===== config.mk =====
export PLATFORM = sky130hd
export DESIGN_NAME = q2_control
export DESIGN_NICKNAME = d
export VERILOG_FILES = /design/src/rtl/q2_control.sv
export SDC_FILE = /design/constraint.sdc
export NUM_CORES = 1
export LEC_CHECK = 0
export BUFFER_PORTS_ARGS = -buffer_cell sky130_fd_sc_hd__buf_2
export CAP_MARGIN = 20
export CORE_MARGIN = 2
export CORE_UTILIZATION = 40
export DETAILED_ROUTE_END_ITERATION = 10
export GPL_TIMING_DRIVEN = 0
export PLACE_DENSITY = 0.65
export SETUP_SLACK_MARGIN = 0.5
export SLEW_MARGIN = 5
export SYNTH_ARGS = -nofsm -noshare
export SYNTH_HDL_FRONTEND = slang
export SYNTH_SLANG_ARGS = --single-unit

===== constraint.sdc =====
create_clock -name clk -period 3.8 [get_ports clk]
set_input_delay 0 -clock clk [delete_from_list [all_inputs] [get_ports clk]]
set_output_delay 0 -clock clk [all_outputs]
set_load 0.005 [all_outputs]

===== src/rtl/q2_control.sv =====
// Q2 microsequencer: fetch/operand/execute sequencing plus front-panel memory operations.
// Every output is registered from the next state, so strobes line up with the state they belong to.
module q2_control (
  input  logic       clk,
  input  logic       rst_n,
  input  logic       run,
  input  logic       stop,
  input  logic       step,
  input  logic       deposit,
  input  logic       examine,
  input  logic       load_addr,
  input  logic [2:0] op,
  input  logic       zero,
  input  logic       carry,
  input  logic       mem_ready,
  output logic       mem_rd,
  output logic       mem_wr,
  output logic       rda,
  output logic       wra,
  output logic       rdp,
  output logic       wrp,
  output logic       incp,
  output logic       rdx,
  output logic       wrx,
  output logic [3:0] xin,
  output logic       wrs,
  output logic       dep,
  output logic [1:0] alu_op,
  output logic       halted
);

  typedef enum logic [4:0] {
    StHalt, StFiAcc, StFiLat, StInc1, StFaAcc, StFaLat, StInc2, StExAcc, StExLat, StJmp,
    StLaX, StLaP, StDepAcc, StDepInc, StExmAcc, StExmLat, StExmInc
  } state_e;

  localparam logic [2:0] OpLda = 3'd0;
  localparam logic [2:0] OpSta = 3'd1;
  localparam logic [2:0] OpAdd = 3'd2;
  localparam logic [2:0] OpNor = 3'd3;
  localparam logic [2:0] OpJmp = 3'd4;
  localparam logic [2:0] OpJz  = 3'd5;
  localparam logic [2:0] OpJc  = 3'd6;

  state_e     state_q, state_d, end_st;
  logic       stop_pend_q, stop_pend_d;
  logic       step_mode_q, step_mode_d;
  logic [2:0] op_q, op_d;

  logic       mem_rd_d, mem_wr_d, rda_d, wra_d, rdp_d, wrp_d, incp_d, rdx_d, wrx_d;
  logic [3:0] xin_d;
  logic       wrs_d, dep_d, halted_d;
  logic [1:0] alu_op_d;

  always_comb begin
    state_d     = state_q;
    op_d        = op_q;
    step_mode_d = step_mode_q;
    stop_pend_d = stop_pend_q | (stop & (state_q != StHalt));
    // Instruction boundary destination; includes a stop arriving in the boundary cycle itself.
    end_st      = (stop_pend_d | step_mode_q) ? StHalt : StFiAcc;
    unique case (state_q)
      StHalt: begin
        if (load_addr)    state_d = StLaX;
        else if (deposit) state_d = StDepAcc;
        else if (examine) state_d = StExmAcc;
        else if (step) begin
          step_mode_d = 1'b1;
          state_d     = StFiAcc;
        end else if (run) state_d = StFiAcc;
      end
      StFiAcc:  if (mem_ready) state_d = StFiLat;
      StFiLat: begin
        op_d    = op;
        state_d = StInc1;
      end
      StInc1:   state_d = StFaAcc;
      StFaAcc:  if (mem_ready) state_d = StFaLat;
      StFaLat:  state_d = StInc2;
      StInc2: begin
        case (op_q)
          OpLda, OpSta, OpAdd, OpNor: state_d = StExAcc;
          OpJmp:   state_d = StJmp;
          OpJz:    state_d = zero ? StJmp : end_st;
          OpJc:    state_d = carry ? StJmp : end_st;
          default: state_d = StHalt;
        endcase
      end
      StExAcc:  if (mem_ready) state_d = (op_q == OpSta) ? end_st : StExLat;
      StExLat:  state_d = end_st;
      StJmp:    state_d = end_st;
      StLaX:    state_d = StLaP;
      StLaP:    state_d = StHalt;
      StDepAcc: if (mem_ready) state_d = StDepInc;
      StDepInc: state_d = StHalt;
      StExmAcc: if (mem_ready) state_d = StExmLat;
      StExmLat: state_d = StExmInc;
      StExmInc: state_d = StHalt;
      default:  state_d = StHalt;
    endcase
    if (state_d == StHalt) begin
      stop_pend_d = 1'b0;
      step_mode_d = 1'b0;
    end
  end

  always_comb begin
    mem_rd_d = 1'b0;
    mem_wr_d = 1'b0;
    rda_d    = 1'b0;
    wra_d    = 1'b0;
    rdp_d    = 1'b0;
    wrp_d    = 1'b0;
    incp_d   = 1'b0;
    rdx_d    = 1'b0;
    wrx_d    = 1'b0;
    xin_d    = 4'b0000;
    wrs_d    = 1'b0;
    dep_d    = 1'b0;
    alu_op_d = 2'd0;
    halted_d = 1'b0;
    unique case (state_d)
      StHalt: halted_d = 1'b1;
      StFiAcc, StFiLat, StFaAcc, StExmAcc, StExmLat: begin
        rdp_d    = 1'b1;
        mem_rd_d = 1'b1;
      end
      StFaLat: begin
        rdp_d    = 1'b1;
        mem_rd_d = 1'b1;
        wrx_d    = 1'b1;
        xin_d    = 4'b0001;
      end
      StInc1, StInc2, StDepInc, StExmInc: incp_d = 1'b1;
      StExAcc: begin
        rdx_d    = 1'b1;
        rda_d    = (op_q == OpSta);
        mem_wr_d = (op_q == OpSta);
        mem_rd_d = (op_q != OpSta);
      end
      StExLat: begin
        rdx_d    = 1'b1;
        mem_rd_d = 1'b1;
        wra_d    = 1'b1;
        wrs_d    = (op_q == OpAdd);
        alu_op_d = (op_q == OpAdd) ? 2'd1 : (op_q == OpNor) ? 2'd2 : 2'd0;
      end
      StJmp, StLaP: wrp_d = 1'b1;
      StLaX: begin
        dep_d = 1'b1;
        wrx_d = 1'b1;
        xin_d = 4'b0001;
      end
      StDepAcc: begin
        dep_d    = 1'b1;
        rdp_d    = 1'b1;
        mem_wr_d = 1'b1;
      end
      default: ;
    endcase
  end

  always_ff @(posedge clk) begin
    if (!rst_n) begin
      state_q     <= StHalt;
      stop_pend_q <= 1'b0;
      step_mode_q <= 1'b0;
      op_q        <= 3'd0;
      mem_rd      <= 1'b0;
      mem_wr      <= 1'b0;
      rda         <= 1'b0;
      wra         <= 1'b0;
      rdp         <= 1'b0;
      wrp         <= 1'b0;
      incp        <= 1'b0;
      rdx         <= 1'b0;
      wrx         <= 1'b0;
      xin         <= 4'b0000;
      wrs         <= 1'b0;
      dep         <= 1'b0;
      alu_op      <= 2'd0;
      halted      <= 1'b1;
    end else begin
      state_q     <= state_d;
      stop_pend_q <= stop_pend_d;
      step_mode_q <= step_mode_d;
      op_q        <= op_d;
      mem_rd      <= mem_rd_d;
      mem_wr      <= mem_wr_d;
      rda         <= rda_d;
      wra         <= wra_d;
      rdp         <= rdp_d;
      wrp         <= wrp_d;
      incp        <= incp_d;
      rdx         <= rdx_d;
      wrx         <= wrx_d;
      xin         <= xin_d;
      wrs         <= wrs_d;
      dep         <= dep_d;
      alu_op      <= alu_op_d;
      halted      <= halted_d;
    end
  end

endmodule


* After elaboration in Yosys (flattened, before gate mapping) *
Cells that the tools add are included.
W data, S select, Z words.

cells by class
  eq/ne operators = 36
  mux-type cells = 29
  bitwise gates (word level) = 8
  reductions and logical operators = 18

operators by type and width
  operator              count
  $eq A5 B4 Y1 const B  14
  $pmux W5 S13          1
  $mux W5               10
  $eq A5 B3 Y1 const B  8
  $eq A5 B2 Y1 const B  4
  $pmux W4 S4           1
  $reduce_or A7 Y1      2
  $mux W4               3
  $reduce_or A2 Y1      6
  $mux W1               11
  $eq A5 B1 Y1 const B  2
  $logic_not A5 Y1      2
  $eq A3 B3 Y1 const B  3
  $reduce_or A4 Y1      2
  $eq A3 B2 Y1 const B  2
  $eq A5 B5 Y1 const B  1
  $not A1 Y1            5
  $reduce_and A5 Y1     1
  $reduce_bool A5 Y1    1
  $pmux W1 S2           2
  $reduce_and A2 Y1     2
  $eq A3 B1 Y1 const B  1
  $logic_not A3 Y1      1
  $ne A3 B1 Y1 const B  1
  other kinds (4)       5

word-level totals
  flip-flop bits (word level) = 28
  input bits = 14
  output and inout port bits = 18
  word-level logic and storage cells = 110

* Logic depth before layout (Yosys ltp) *
Gate-level depths: netlist (run 1).

  word-level depth = 11
  mapped depth = 10
  mapped depth without buffers = 7

* Least setup slack after synthesis (run 1) *
Ideal clock, no wire load.

  path kind = register -> register
  start point = reg state_q[0]
  end point = reg mem_rd
  arrival time = 1.841 ns
  required time = 3.680 ns
  path slack = 1.839 ns
  stages on the path, launching flop included = 11
  buffers on the path = 3
  clock period less this slack = 1.961 ns
  cells stage by stage = dfxtp_1 > buf_6 > nor3_2 > buf_4 > nand2_1 > o32a_1 > and2_1 > buf_2 > xnor2_1 > nor3_1 > a211o_1

between the ends
  word-level cells in the longest chain between the ends = 11

RTL lines
  what                                        RTL line    text
  from (decl)                                 45          state_e state_q, state_d, end_st;
  from (signal assigned)                      165         state_q <= StHalt;
  from (signal assigned)                      184         state_q <= state_d;
  $reduce_bool A5 Y1                          59          stop_pend_d = stop_pend_q | (stop & (state_q != StHalt));
  $and A1 B1 Y1                               59
  $or A1 B1 Y1                                59
  $or A1 B1 Y1                                61          end_st = (stop_pend_d | step_mode_q) ? StHalt : StFiAcc;
  $mux W1                                     61
  $mux W4 (on tied branches)                  85, 84, 89
  $pmux W4 S4 or $mux W5 (tied branches)      81, 89
  $pmux W5 S13 (*)                            62          unique case (state_q)
  $eq A5 B4 Y1, or another cell as far along  122         unique case (state_d)
  $reduce_or A7 Y1 (no source line)           -
  $pmux W1 S2 (*)                             122
  to (signal assigned)                        188         mem_rd <= mem_rd_d;
  to (decl)                                   16          output logic mem_rd,

Mark *: on every way between the ends. The rest lies on a longest branch, timed or not.
A chain may end at the register's enable or synchronous reset.

* Worst setup path after layout (run 1) *
  start point = reg state_q[1]
  end point = reg step_mode_q

between the ends
  word-level cells in the longest chain between the ends = 10

RTL lines
  what                                    RTL line    text
  $reduce_bool A5 Y1                      59
  $and A1 B1 Y1                           59
  $or A1 B1 Y1                            59
  $or A1 B1 Y1                            61
  $mux W1                                 61
  $mux W4 (on tied branches)              85, 84, 89
  $pmux W4 S4 or $mux W5 (tied branches)  81, 89
  $pmux W5 S13                            62
  $logic_not A5 Y1                        101         if (state_d == StHalt) begin
  $reduce_or A2 Y1 (no source line)       -
  to (signal assigned)                    186         step_mode_q <= step_mode_d;
  to (decl)                               47          logic step_mode_q, step_mode_d;

Parallel ways exist; a longest one is shown, timed or not.

==> results of run 1 <==
## stage by stage
stage / setup WS, ps / std cells / hold slack (ps) / util, % / instance area [um^2]
detailed placement: 1520 / 230 / 261 / 48.8 / 1490
global placement: 1560 / 230 / 264 / 48.8 / 1490
global route: 1300 / 239 / 108 / 51.3 / 1570
floorplan: 1840 / 158 / 118 / - / 1290
CTS: 1500 / 239 / 60.9 / 51.3 / 1570
finish: 1480 / 239 / 71.0 / 51.3 / 1570
## critical path, cell delays in order, from the launching register on
cell and delay [ps]:
dfxtp_1 410, buf_2 240, mux2_2 350, a21oi_1 140, o221ai_1 200, a31oi_4 380, nand3_2 130, o21ai_1 290
nor2_1 80
## per-layer routing
metal	global-route usage (%)	routed length, um
met4	6.83	30
met3	3.62	238
met5	0	0
met2	29.3	1480
met1	25.0	1440
## path summary, 6_finish.rpt
kind                                   end  slack (ps)
setup / recovery  step_mode_q$_SDFFE_PP0P_        1480
setup reg to reg  step_mode_q$_SDFFE_PP0P_        1480
hold reg to reg     stop_pend_q$_SDFF_PP0_         500
hold / removal      stop_pend_q$_SDFF_PP0_          70
## placed cells by master, fill, tap and decap left out, types with 3 or more instances in the layout
cell type,count
a21oi_1,7
buf_2,31
buf_4,6
clkbuf_1,4
clkbuf_4,3
conb_1,3
dfxtp_1,23
dlygate4sd3_1,5
inv_1,5
nand2_1,17
nand3_1,7
nand4_1,4
nor2_1,11
nor2b_1,6
nor3_1,5
o21ai_0,5
o21ai_1,3
or4_1,3
## cell families (layout without fill, tap and decap cells)
family,Yosys count,after routing
xor gates and xnor gates,2,2
other,1,3
AOI/OAI and AO/OA,38,38
DFF,23,23
buffers and inverters,21,58
and+or+nand+nor,68,68
muxes,3,3
## final cells by class
cell class | count | share of cell area, %
timing repair buffer | 33 | 12.1
clock inverter | 1 | 0.319
tap | 44 | 3.51
clock buffer | 3 | 1.44
inverter | 7 | 1.68
multi-input combinational | 114 | 46.0
sequential | 23 | 29.4
buffer | 14 | 5.51
## power by group through the flow
stage / clock, mW / combinational, mW / sequential, mW
after global placement: 0 / 0.709 / 0.340
after detailed placement: 0 / 0.725 / 0.341
after global routing: 0.122 / 0.820 / 0.344
after floorplan: 0 / 0.557 / 0.339
after CTS: 0.117 / 0.732 / 0.337
final: 0.114 / 0.743 / 0.336
==> results.py, run 1 <==
metrics = {
    "status": {
        "status": "finished clean",
    },
    "synth": {
        "yosysTopAreaCell": "dfxtp_1",
        "synth_top_area_share_pct": 35.8,
        "syn_area_um2": 1290,
        "async_flop_share_pct": 0,
        "yosys.area_share.simple_pct": 28.4,
        "ys_warn_count": 0,
        "ys_types": 53,
        "synth-edff-count": 0,
        "synthMuxAreaShare_pct": 2.43,
        "ys.flop_type": "dfxtp_1",
        "syn_area_per_cell_um2": 8.25,
        "synth_area_leaders": "dfxtp_1 (36%), nand2_1 (5.0%), buf_4 (3.5%)",
        "ys_seq_area_share_pct": 35.8,
        "synth_cells": 156,
        "synth_fa_ha_area_share_pct": 0,
        "synth-xor-area-share_pct": 1.36,
        "synth_most_common_cell": "dfxtp_1",
        "synthTopCellsByCount": "dfxtp_1 (23), nand2_1 (17), nor2_1 (11)",
        "synth_compound_area_share_pct": 23.0,
        "synth-seq-cells": 23,
        "synth_top_family_by_area": "simple AND/OR/NAND/NOR gates",
    },
    "setup_path": {
        "path_max_fanout": 10,
        "crit_type": "reg -> reg",
        "startpoint": "state_q[1]$_SDFF_PN0_",
        "critPathCaptureType": "flop",
        "required_ps": 4010,
        "r2r_cells": 8,
        "cp-start-kind": "flop",
        "arrival_ps": 2530,
        "worstReg2RegStart": "state_q[1]$_SDFF_PN0_",
    },
    "floorplanning": {
        "core_area_um2": 3050,
        "io_pins": 32,
        "die_area_um2": 3690,
        "start_util_pct": 42.1,
        "die_height_um": 60.7,
        "rows": 20,
        "die_x_um": 60.7,
    },
    "power": {
        "total_power_mw": 1.19,
        "p_int_mw": 0.642,
        "combPwrFrac_pct": 62.3,
        "cellPowerDensity_nw_per_um2": 762,
        "p_sw_share_pct": 46.2,
        "p_sw_mw": 0.552,
        "ir_worst_vdd_v": 0.000364,
        "pwr-share-clk_pct": 9.5,
        "leakage_nw": 0.665,
        "p_seq_share_pct": 28.2,
    },
    "timing": {
        "timing.slew.headroom_pct": 59.6,
        "grt_setup_unrepaired": "no",
        "hold_viol_final": 0,
        "post-route-min-period_ps": 2320,
        "clock.fmax_mhz": 431,
        "tightest_slew_ps": 601,
        "fin_skew_ps": 5.90,
        "setup_viol": 0,
        "setup-tns-final_ps": 0,
        "fin_crit_sh_pct": 61.0,
        "drv_slew": 0,
    },
    "clock_network": {
        "numCtsBuffers": 3,
        "postCtsHoldBufs": 5,
        "clock_latency_ps": 310,
        "cts_tree": "yes",
        "cts.path.max_buffers": 2,
        "root_buffer": "clkbuf_4",
        "htreeDepth": 1,
        "cts_resized": 0,
        "clk_pin_slew_ps": 130,
        "cts.sinks": 23,
        "cts_setup_buffers": 0,
    },
    "placed_design": {
        "gp_congestion": 0.833,
        "io_buffers": 28,
        "place_hpwl_mm": 2.38,
    },
    "routing": {
        "via_per_inst": 5.41,
        "vias": 1292,
        "drcViolationCount": 0,
        "wl_mm": 3.18,
        "post_drt_wl_per_cell_um": 13.3,
        "firstDrtPassIters": 5,
        "drt_iter0_drc": 68,
        "ant_nets": 0,
    },
    "grt": {
        "grt_usage_pct": 18.5,
        "grt_max_degree": 14,
        "first_global_vias": 1181,
        "grt_pass1_wl_mm": 5.13,
        "antenna_found_initial": 0,
        "overflow": 0,
    },
    "layout": {
        "multi_input_area_um2": 721,
        "drive_above_1_share_pct": 26.7,
        "num_antenna_cells": 0,
        "seqCellArea_um2": 460,
        "fillers": 323,
        "reg.largest.list": "state_q: 5 flops, op_q: 3 flops",
        "num-nets-final": 210,
        "largest_reg_flops": 5,
        "top_register": "state_q",
        "syn_to_final_growth_pct": 21.8,
    },
    "min_path": {
        "hp-class": "in -> reg",
        "whs_path_depth": 4,
        "hp-start": "stop",
    },
    "flow_run": {
        "max_cap_viol_count": 0,
    },
}
No activity file was read; power rests on OpenSTA's default activity.
==> inputs of run 2 (changes only) <==
- PLACE_DENSITY: 0.65 -> 0.67
- clock period: 3.8 -> 1.95 ns (I/O delays scaled with it)
==> results.py, run 2 (synthesized netlist as in run 1, its figures left out) <==
metrics = {
    "clock_network": {
        "root_buffer": "clkbuf_4",
        "cts.sinks": 23,
        "cts_tree": "yes",
        "htreeDepth": 1,
        "clk_pin_slew_ps": 140,
        "numCtsBuffers": 3,
        "clock_latency_ps": 330,
        "cts.path.max_buffers": 2,
    },
    "grt": {
        "met3_usage_pct": 3.62,
        "grtUsageMet1_pct": 28.7,
        "first_global_vias": 1327,
        "grt_max_degree": 14,
        "antenna_found_initial": 0,
        "grt_pass1_wl_mm": 6.20,
        "overflow": 0,
        "grt_usage_pct": 22.5,
        "grt_busiest_layer": "met2",
        "grt_use_met2_pct": 38.4,
    },
    "floorplanning": {
        "die_area_um2": 3690,
        "die_height_um": 60.7,
        "die_x_um": 60.7,
        "io_pins": 32,
        "rows": 20,
        "start_util_pct": 42.1,
        "core_area_um2": 3050,
    },
    "layout": {
        "multi_input_area_um2": 1000,
        "final_common_cell": "buf_2",
        "num-nets-final": 234,
        "largest_reg_flops": 5,
        "syn_to_final_growth_pct": 64.4,
        "fillers": 240,
        "layout_common_cells": "buf_2 (29), buf_4 (23), dfxtp_1 (17)",
        "top_register": "state_q",
        "reg.largest.list": "state_q: 5 flops, op_q: 3 flops",
        "final_cell_count_no_fill": 263,
        "seqCellArea_um2": 478,
        "num_antenna_cells": 0,
        "drive_above_1_share_pct": 56.6,
    },
    "timing": {
        "whs_ps": 66.9,
        "timing.slew.headroom_pct": 55.7,
        "hold_viol_final": 0,
        "fin_crit_sh_pct": 103,
        "setup-tns-final_ps": -183,
        "drv_slew": 0,
        "layout_setup_ws_ps": -54.2,
        "fin_skew_ps": 11.9,
        "grt_setup_unrepaired": "yes",
        "tightest_slew_ps": 659,
        "post-route-min-period_ps": 2000,
        "setup_viol": 5,
        "clock.fmax_mhz": 499,
    },
    "routing": {
        "post_drt_wl_per_cell_um": 16.0,
        "via_per_inst": 5.49,
        "vias": 1443,
        "firstDrtPassIters": 4,
        "drt_iter0_drc": 78,
        "drcViolationCount": 0,
        "wl_mm": 4.20,
        "ant_nets": 0,
    },
    "setup_path": {
        "required_ps": 2170,
        "arrival_ps": 2230,
        "crit_type": "reg -> reg",
        "r2r_setup_slack_ps": -50,
        "critPathCaptureType": "flop",
        "path_max_fanout": 8,
        "cp-start-kind": "flop",
    },
    "placed_design": {
        "place_hpwl_mm": 2.47,
        "io_buffers": 28,
        "gp_congestion": 0.867,
        "dp.cells": 230,
    },
    "power": {
        "total_power_mw": 3.62,
        "pwr-share-clk_pct": 6.5,
        "leakage_nw": 0.899,
        "p_seq_share_pct": 19.2,
        "p_int_mw": 2.00,
        "cellPowerDensity_nw_per_um2": 1710,
        "combPwrFrac_pct": 74.3,
        "p_sw_share_pct": 44.7,
        "ir_worst_vdd_v": 0.00122,
        "p_sw_mw": 1.62,
    },
    "status": {
        "status": "finished, violations left",
        "violations": "setup timing",
    },
    "min_path": {
        "hp-class": "in -> reg",
    },
    "flow_run": {
        "max_cap_viol_count": 0,
    },
}
## run 2: routing by layer
layer  wire [um]  vias up
met5           0        -
met4         104        0
met3         186       12
met2        2110       48
met1        1800      694
li1            -      689
## run 2: layout make-up
type                            count  share of cell area, %
Buffer                             14                   6.33
Clock buffer                        3                   1.07
Clock inverter                      1                  0.237
Inverter                            7                   1.24
Multi-Input combinational cell    114                   47.3
Sequential cell                    23                   22.6
Tap cell                           44                   2.60
Timing Repair Buffer               57                   18.6
## run 2: path summary, 6_finish.rpt
check,start,end,depth (start not counted)
setup / recovery,state_q[0]$_SDFF_PN0_,mem_rd$_SDFF_PN0_,10
hold / removal,stop,stop_pend_q$_SDFF_PP0_,4
setup reg to reg,state_q[0]$_SDFF_PN0_,mem_rd$_SDFF_PN0_,10
hold reg to reg,stop_pend_q$_SDFF_PP0_,stop_pend_q$_SDFF_PP0_,2
## run 2: what timing repair did
action / in CTS / in global routing
resized for setup: 45 / 28
hold endpoints to repair: 5 / 0
hold buffers: 5 / 0
pin swaps: 7 / 11
endpoints found under the setup margin: 18 / 19
buffers inserted: 15 / 9
## run 2: worst max-delay path, stage by stage, from the launching register on
cell and delay (ps):
dfxtp_2 340, buf_6 130, nor3_4 140, buf_6 140, nand2_1 50, o32a_1 320, and2_4 160, buf_8 130
xnor2_4 180, nor3_4 70, a211o_1 240
## run 2: power by group through the flow
stage	Clock, mW	Combinational (mW)	Sequential (mW)
2_1_floorplan	0	1.22	0.670
3_3_place_gp	0	1.52	0.671
3_5_place_dp	0	1.55	0.672
4_1_cts	0.233	2.15	0.685
5_1_grt	0.245	2.83	0.706
6_report	0.234	2.69	0.696
## run 2: metrics by stage
stage	utilization [%]	worst slack, ps	cell area (um^2)
6_report	69.3	-54.2	2110
5_1_grt	69.3	-110	2110
4_1_cts	62.8	29.6	1920
3_5_place_dp	51.1	-128	1560
3_3_place_gp	51.1	-106	1560
2_1_floorplan	-	112	1370
